## config.mk

```make
export PLATFORM = sky130hd
export DESIGN_NAME = digit_scan_ctrl
export DESIGN_NICKNAME = d
export VERILOG_FILES = /design/src/rtl/digit_pkg.sv /design/src/rtl/bin2bcd_seq.sv /design/src/rtl/digit_scan_ctrl.sv
export SDC_FILE = /design/constraint.sdc
export NUM_CORES = 1
export LEC_CHECK = 0
export ABC_AREA = 1
export BUFFER_PORTS_ARGS = -buffer_cell sky130_fd_sc_hd__clkbuf_2
export CAP_MARGIN = 20
export CORE_UTILIZATION = 51
export CTS_CLUSTER_DIAMETER = 50
export DETAILED_ROUTE_END_ITERATION = 10
export GPL_ROUTABILITY_DRIVEN = 0
export MAX_ROUTING_LAYER = met4
export PLACE_DENSITY = 0.69
export SYNTH_ARGS = -nofsm -noshare
export SYNTH_HDL_FRONTEND = slang
export SYNTH_SLANG_ARGS = --single-unit
```

## constraint.sdc

```tcl
create_clock -name clk -period 3.8 [get_ports clk]
set_input_delay 0.95 -clock clk [delete_from_list [all_inputs] [get_ports clk]]
set_output_delay 0.95 -clock clk [all_outputs]
set_load 0.01 [all_outputs]
```

## src/rtl/digit_pkg.sv

```systemverilog
// Shared constants, FSM state type and BCD correction helper for the
// digit scan controller and its shift-add-3 conversion engine.
// Ports: none (package).
package digit_pkg;

  localparam int NDIG        = 6;
  localparam int VAL_W       = 17;
  localparam int BCD_W       = 24;
  localparam int CONV_CYCLES = 17;
  localparam int SREG_W      = BCD_W + VAL_W;

  typedef enum logic [1:0] {
    IDLE   = 2'd0,
    CONV   = 2'd1,
    COMMIT = 2'd2
  } state_t;

  // Double-dabble correction: a nibble of 5..9 would become >= 10 after the
  // next shift, so pre-add 3 to make the shift carry into the next digit.
  function automatic logic [3:0] add3(input logic [3:0] nib);
    return (nib >= 4'd5) ? (nib + 4'd3) : nib;
  endfunction

endpackage

```

## src/rtl/bin2bcd_seq.sv

```systemverilog
// Iterative shift-add-3 binary to BCD converter, one input bit per clock.
// Ports: i_start/i_value (accepted when idle), o_busy, o_bcd (six nibbles),
//        o_done (high in the cycle whose edge performs the final shift).
module bin2bcd_seq
  import digit_pkg::*;
(
  input  logic             clk,
  input  logic             rst_n,
  input  logic             i_start,
  input  logic [VAL_W-1:0] i_value,
  output logic             o_busy,
  output logic [BCD_W-1:0] o_bcd,
  output logic             o_done
);

  logic [SREG_W-1:0] r_sreg;
  logic [4:0]        r_cnt;
  logic              r_busy;
  logic [SREG_W-1:0] w_adj;

  // Correct every BCD nibble before the shift; binary part is untouched.
  always_comb begin
    w_adj = r_sreg;
    for (int i = 0; i < NDIG; i++) begin
      w_adj[VAL_W + 4*i +: 4] = add3(r_sreg[VAL_W + 4*i +: 4]);
    end
  end

  // Combinational so the owner can step its FSM on the same edge as the
  // last shift; o_bcd then holds the final digits in the following cycle.
  assign o_done = r_busy && (r_cnt == 5'(CONV_CYCLES - 1));
  assign o_busy = r_busy;
  assign o_bcd  = r_sreg[SREG_W-1 -: BCD_W];

  always_ff @(posedge clk or negedge rst_n) begin
    if (!rst_n) begin
      r_sreg <= '0;
      r_cnt  <= '0;
      r_busy <= 1'b0;
    end else if (r_busy) begin
      r_sreg <= {w_adj[SREG_W-2:0], 1'b0};
      r_cnt  <= r_cnt + 5'd1;
      if (o_done) begin
        r_busy <= 1'b0;
      end
    end else if (i_start) begin
      r_sreg <= {{BCD_W{1'b0}}, i_value};
      r_cnt  <= '0;
      r_busy <= 1'b1;
    end
  end

endmodule

```

## src/rtl/digit_scan_ctrl.sv

```systemverilog
// Converts a 17-bit value to six BCD digits and scans them onto one digit
// bus with leading-zero blanking; display is double-buffered.
// Ports: load/value/ready handshake, done pulse, len (significant digits),
//        digit_sel (one-hot), digit_val (BCD), digit_blank.
module digit_scan_ctrl
  import digit_pkg::*;
#(
  parameter int SCAN_DIV       = 50000,
  parameter bit SEL_ACTIVE_LOW = 1'b1
) (
  input  logic             clk,
  input  logic             rst_n,
  input  logic             load,
  input  logic [VAL_W-1:0] value,
  output logic             ready,
  output logic             done,
  output logic [2:0]       len,
  output logic [5:0]       digit_sel,
  output logic [3:0]       digit_val,
  output logic             digit_blank
);

  localparam int PRE_W = (SCAN_DIV > 1) ? $clog2(SCAN_DIV) : 1;

  state_t           r_state;
  logic             r_ready;
  logic             r_done;
  logic [2:0]       r_len;
  logic [BCD_W-1:0] r_dig;
  logic [PRE_W-1:0] r_pre;
  logic [2:0]       r_idx;
  logic [5:0]       r_sel;
  logic [3:0]       r_val;
  logic             r_blank;

  logic             w_start;
  logic             w_eng_busy;
  logic             w_eng_done;
  logic [BCD_W-1:0] w_bcd;
  logic [2:0]       w_len_new;
  logic             w_commit;
  logic             w_wrap;
  logic [2:0]       w_idx_nxt;
  logic [BCD_W-1:0] w_dig_nxt;
  logic [2:0]       w_len_nxt;
  logic [5:0]       w_sel_hot;

  assign w_start  = (r_state == IDLE) && load && !w_eng_busy;
  assign w_commit = (r_state == COMMIT);

  bin2bcd_seq u_conv (
    .clk     (clk),
    .rst_n   (rst_n),
    .i_start (w_start),
    .i_value (value),
    .o_busy  (w_eng_busy),
    .o_bcd   (w_bcd),
    .o_done  (w_eng_done)
  );

  // Highest nonzero nibble sets the length; zero still shows one digit.
  always_comb begin
    w_len_new = 3'd1;
    for (int i = 1; i < NDIG; i++) begin
      if (w_bcd[4*i +: 4] != 4'd0) begin
        w_len_new = 3'(i + 1);
      end
    end
  end

  always_ff @(posedge clk or negedge rst_n) begin
    if (!rst_n) begin
      r_state <= IDLE;
      r_ready <= 1'b1;
      r_done  <= 1'b0;
      r_len   <= 3'd0;
      r_dig   <= '0;
    end else begin
      r_done <= 1'b0;
      case (r_state)
        IDLE: begin
          if (w_start) begin
            r_state <= CONV;
            r_ready <= 1'b0;
          end
        end
        CONV: begin
          if (w_eng_done) begin
            r_state <= COMMIT;
          end
        end
        COMMIT: begin
          r_dig   <= w_bcd;
          r_len   <= w_len_new;
          r_done  <= 1'b1;
          r_ready <= 1'b1;
          r_state <= IDLE;
        end
        default: begin
          r_state <= IDLE;
          r_ready <= 1'b1;
        end
      endcase
    end
  end

  // Scan outputs are computed from the next-cycle digits/len so that a
  // commit and the displayed digit change on the same edge.
  assign w_wrap    = (r_pre == PRE_W'(SCAN_DIV - 1));
  assign w_idx_nxt = w_wrap ? ((r_idx == 3'd5) ? 3'd0 : r_idx + 3'd1) : r_idx;
  assign w_dig_nxt = w_commit ? w_bcd : r_dig;
  assign w_len_nxt = w_commit ? w_len_new : r_len;
  assign w_sel_hot = 6'b000001 << w_idx_nxt;

  always_ff @(posedge clk or negedge rst_n) begin
    if (!rst_n) begin
      r_pre   <= '0;
      r_idx   <= 3'd0;
      r_sel   <= SEL_ACTIVE_LOW ? 6'b111110 : 6'b000001;
      r_val   <= 4'd0;
      r_blank <= 1'b1;
    end else begin
      r_pre   <= w_wrap ? '0 : r_pre + PRE_W'(1);
      r_idx   <= w_idx_nxt;
      r_sel   <= SEL_ACTIVE_LOW ? ~w_sel_hot : w_sel_hot;
      r_val   <= w_dig_nxt[{w_idx_nxt, 2'b00} +: 4];
      r_blank <= (w_idx_nxt >= w_len_nxt);
    end
  end

  assign ready       = r_ready;
  assign done        = r_done;
  assign len         = r_len;
  assign digit_sel   = r_sel;
  assign digit_val   = r_val;
  assign digit_blank = r_blank;

endmodule
```

==> flow_results.org <==
** Power
- Leakage power :: 3.05 nW
- Relative contribution of sequential cells to total power :: 56.9%
- Of the total power, the share spent switching nets is 20.1%.
- The share of total power dissipated in combinational logic is 1.8%.
- The clock network burns 41.3% of the power.
- Worst ir drop on vdd :: 0.193 mV
- Cell internal power dissipation :: 1.61 mW
- Total power consumption of the routed design :: 2.02 mW
- The analysis attributes to net switching a power of 0.407 mW.
- Pwr/cell area :: 342 nW/um^2

** Yosys
- Ranking of synthesized cells by area :: sky130_fd_sc_hd__dfrtp_1 (47%), sky130_fd_sc_hd__nand2_1 (11%), sky130_fd_sc_hd__inv_1 (6.3%), sky130_fd_sc_hd__o21ai_0 (5.9%), sky130_fd_sc_hd__nand3_1 (4.3%)
- Syn nets :: 658
- For this run, the register share of the synthesized area comes to 50.9%.
- Counting flops with a built-in enable in the synthesized netlist gives 0.
- Prevailing post-synth register cell :: sky130_fd_sc_hd__dfrtp_1
- Sorting the synthesized cells by how often they occur yields sky130_fd_sc_hd__nand2_1 (150), sky130_fd_sc_hd__dfrtp_1 (101), sky130_fd_sc_hd__inv_1 (89), sky130_fd_sc_hd__o21ai_0 (63), sky130_fd_sc_hd__nand3_1 (46).
- Post-synthesis simple-gate area fraction :: 21.9%
- Main combinational cell family by area after synthesis :: simple AND/OR/NAND/NOR gates
- Yosys instantiated no cell more often than sky130_fd_sc_hd__nand2_1.
- Yosys warning total :: 0
- In this run the cell area of the synthesized design comes to 5330 sq um.
- After synthesis, the share of cell area in mux cells is 0%.
- Gate count of the mapped netlist :: 620
- Fraction of post-synthesis cell area in the top cell type by area :: 47.4%
- Ys async rst share :: 100%
- Number of distinct library cells after synthesis :: 42
- Area fraction in compound gates after synthesis :: 13.5%
- After synthesis the netlist holds a flip-flop and latch count of 108.
- Summing the areas of all fa, ha and maj instances in the mapped netlist gives 4.22% of the synthesized area.
- Post-synthesis area per instance :: 8.60 sq um
- Post-synth top area cell :: sky130_fd_sc_hd__dfrtp_1
- XOR/XNOR Fraction of Synth Area :: 1.48%

** GRT
- The via count of the first global-routing pass is 4,044.
- The initial antenna violation count is 0.
- Highest-utilization routing layer at the global route stage :: met2
- For this run, global-route usage on met2 was measured as 32.2%.
- For met3 alone, demand over resource in global routing was 3.70%.
- Total global-route track usage :: 21.7%
- GRT Residual Overflow :: 0
- Pin count of the biggest net entering global routing :: 68
- First-pass GRT wire length :: 18,600 um
- Met1 GRT Util :: 30.3%

** Timing
- Worst-margin pin slew :: 0.884 ns
- The tightest hold path in the finished design has a slack of 0.475 ns.
- Tmin final :: 2.37 ns
- Setup total negative slack :: 0 ns
- Final hold vios :: 0
- The number of max-slew violations in the final report came to 0.
- Setup violations remaining at the end of the flow were counted as 0.
- Setup repair after global routing left no endpoint under its margin.
- Maximum clock frequency :: 0.421 GHz
- Layout Skew :: 0.0161 ns
- Worst-case headroom to the max-slew limit :: 40.9%
- Ratio of final minimum period to clock period :: 62.5%

** Routing
- Routed Antenna Nets :: 0
- Number of iterations in the first detailed-routing pass :: 5
- Across all layers, the routed design uses 4,107 vias.
- The routed design has 10,400 um of wire.
- Using the TritonRoute via totals, the vias-per-cell ratio works out to 5.18.
- After detailed routing, the average wire length per cell comes to 13.1 um.
- DRC violation total after the first TritonRoute iteration :: 197
- For this run, design rule violations remaining after detail routing come to 0.

** Place
- After legalization and detailed placement, the total HPWL measured 7360 um.
- Counting tap cells, the placed design contains a total of 778 instances.
- Count of buffers from port buffering :: 35

** Worst hold path
- The worst hold path belongs to the class reg -> reg.

** Run status
- The run finished with clean final reports.

** Layout
- Cells fill 59.3% of the core in the end.
- Layout Area Growth over Synthesis :: 10.6%
- Cells with a size suffix above 1 make up 12.9% of the layout.
- Leaving out filler cells and counting taps, the final layout contains 793.
- Counting the fill cells in the layout gives 882.
- The final layout contains 694 nets.
- The number of antenna diodes in the final layout is 0.

** Floorplanning
- I/O pin total :: 36
- In this run the vertical extent of the chip is 104 um.
- The initial utilization of the core area, before any placement, comes to 53.6%.
- The floorplan step defined a die boundary enclosing 10,900 sq um.
- Placeable core area :: 9950 sq um
- Row generation in the floorplan step produced 36 rows.
- Die X :: 104 um

** Clock network
- Cts bufs inserted :: 9
- Root Buffer Master :: sky130_fd_sc_hd__clkbuf_8
- H-tree lvl count :: 3
- Hold repair after CTS inserted 0 buffers.
- Clock transition at path regs :: 0.11 ns
- For this design, the sink count on the clock tree is 108.
- Clock tree buffer depth :: 2
- The number of setup buffers added after CTS is 0.
- The later pin in the worst-skew pair is clocked with a latency of 0.37 ns.
- TritonCTS built the clock tree.
- Number of cells upsized or downsized after cts :: 0

** Setup path
- Along the worst path, the maximum fanout reaches 25.
- The worst setup path is launched from a register.
- Worst Path Required :: 4.08 ns
- Sort of element at the end of the critical path :: register
- Kind of critical path :: reg -> reg
- Data arrival time of the worst path :: 2.66 ns

** Flow run
- Across the run, the number of max-cap violations was 0.
[metal layers]
metal  part of all wire [%]  routed length, um
met2                     45               4660
met5                      0                  0
met3                    3.0                314
met1                     51               5280
met4                    1.2                122
[state kept, by name (all words and copies together) (netlist names)]
register,count
digit_blank,1
r_state,2
r_dig,24
r_idx,3
u_conv.r_cnt,5
ready,1
u_conv.o_busy,1
digit_val,4
r_pre,16
done,1
len,3
digit_sel,6
u_conv.r_sreg,41
[cell usage in the layout, fill, tap and decap left out, drive strengths merged, types with 2 or more instances in the layout]
| cell type | n |
|---|---|
| dfstp | 7 |
| nor4 | 2 |
| o211ai | 16 |
| or2 | 6 |
| o22ai | 8 |
| ha | 18 |
| a31oi | 2 |
| nand3 | 47 |
| nor3 | 2 |
| clkbuf | 45 |
| bufinv | 3 |
| clkinv | 3 |
| o21ai | 68 |
| a21oi | 7 |
| nand2 | 156 |
| o21a | 5 |
| buf | 6 |
| dfrtp | 101 |
| nor3b | 2 |
| xor2 | 9 |
| o32ai | 6 |
| nor2 | 38 |
| nand4 | 6 |
| inv | 92 |
[layout make-up]
cell class	count	area (sq um)	share of cell area [%]
Sequential cell	108	2710	46.0
Multi-Input combinational cell	402	2190	37.2
Inverter	95	360	6.11
Timing Repair Buffer	40	228	3.86
Tap cell	133	166	2.82
Clock buffer	11	141	2.40
Clock inverter	4	97.6	1.65
[worst max-delay path: stages (launching register included)]
cell and delay [ns]:
sky130_fd_sc_hd__dfrtp_1 0.39, sky130_fd_sc_hd__inv_1 0.14, sky130_fd_sc_hd__nand2_1 0.47, sky130_fd_sc_hd__nor2_1 0.22, sky130_fd_sc_hd__inv_1 0.08, sky130_fd_sc_hd__nor2_1 0.11
sky130_fd_sc_hd__inv_1 0.06, sky130_fd_sc_hd__o22ai_1 0.20, sky130_fd_sc_hd__ha_1 0.31, sky130_fd_sc_hd__a21oi_1 0.19, sky130_fd_sc_hd__o211ai_1 0.11
[power groups by stage]
| stage | Sequential (mW) | Clock (mW) | Combinational (mW) |
|---|---|---|---|
| final | 1.15 | 0.833 | 0.0369 |
| after global routing | 1.15 | 0.898 | 0.0432 |
| after CTS | 1.15 | 0.851 | 0.0391 |
| after detailed placement | 1.17 | 0 | 0.0390 |
| after global placement | 1.17 | 0 | 0.0387 |
| after floorplan | 1.17 | 0 | 0.00304 |
[final timing paths]
check	start	end	slack (ns)	cells after the start
hold reg to reg	r_pre[0]	r_pre[0]	0.48	1
setup reg to reg	r_state[0]	digit_blank	1.43	10
min in group asynchronous	rst_n	r_pre[13]	0.65	1
max in group asynchronous	rst_n	ready	2.32	2
setup / recovery	r_state[0]	digit_blank	1.43	10
hold / removal	r_pre[0]	r_pre[0]	0.48	1
[logic make-up after synthesis]
logic type,count (synthesis)
simple gates,259
compound gates,116
buf+inv,110
flops,108
fa+ha+maj,18
xor+xnor,9
[stage by stage]
step / setup WS, ns / cell area, sq um
final: 1.43 / 5900
after CTS: 1.47 / 5900
after floorplan: 1.78 / 5330
after global placement: 1.49 / 5660
after detailed placement: 1.39 / 5660
after global routing: 1.17 / 5900
No activity file was read; power rests on OpenSTA's default activity.
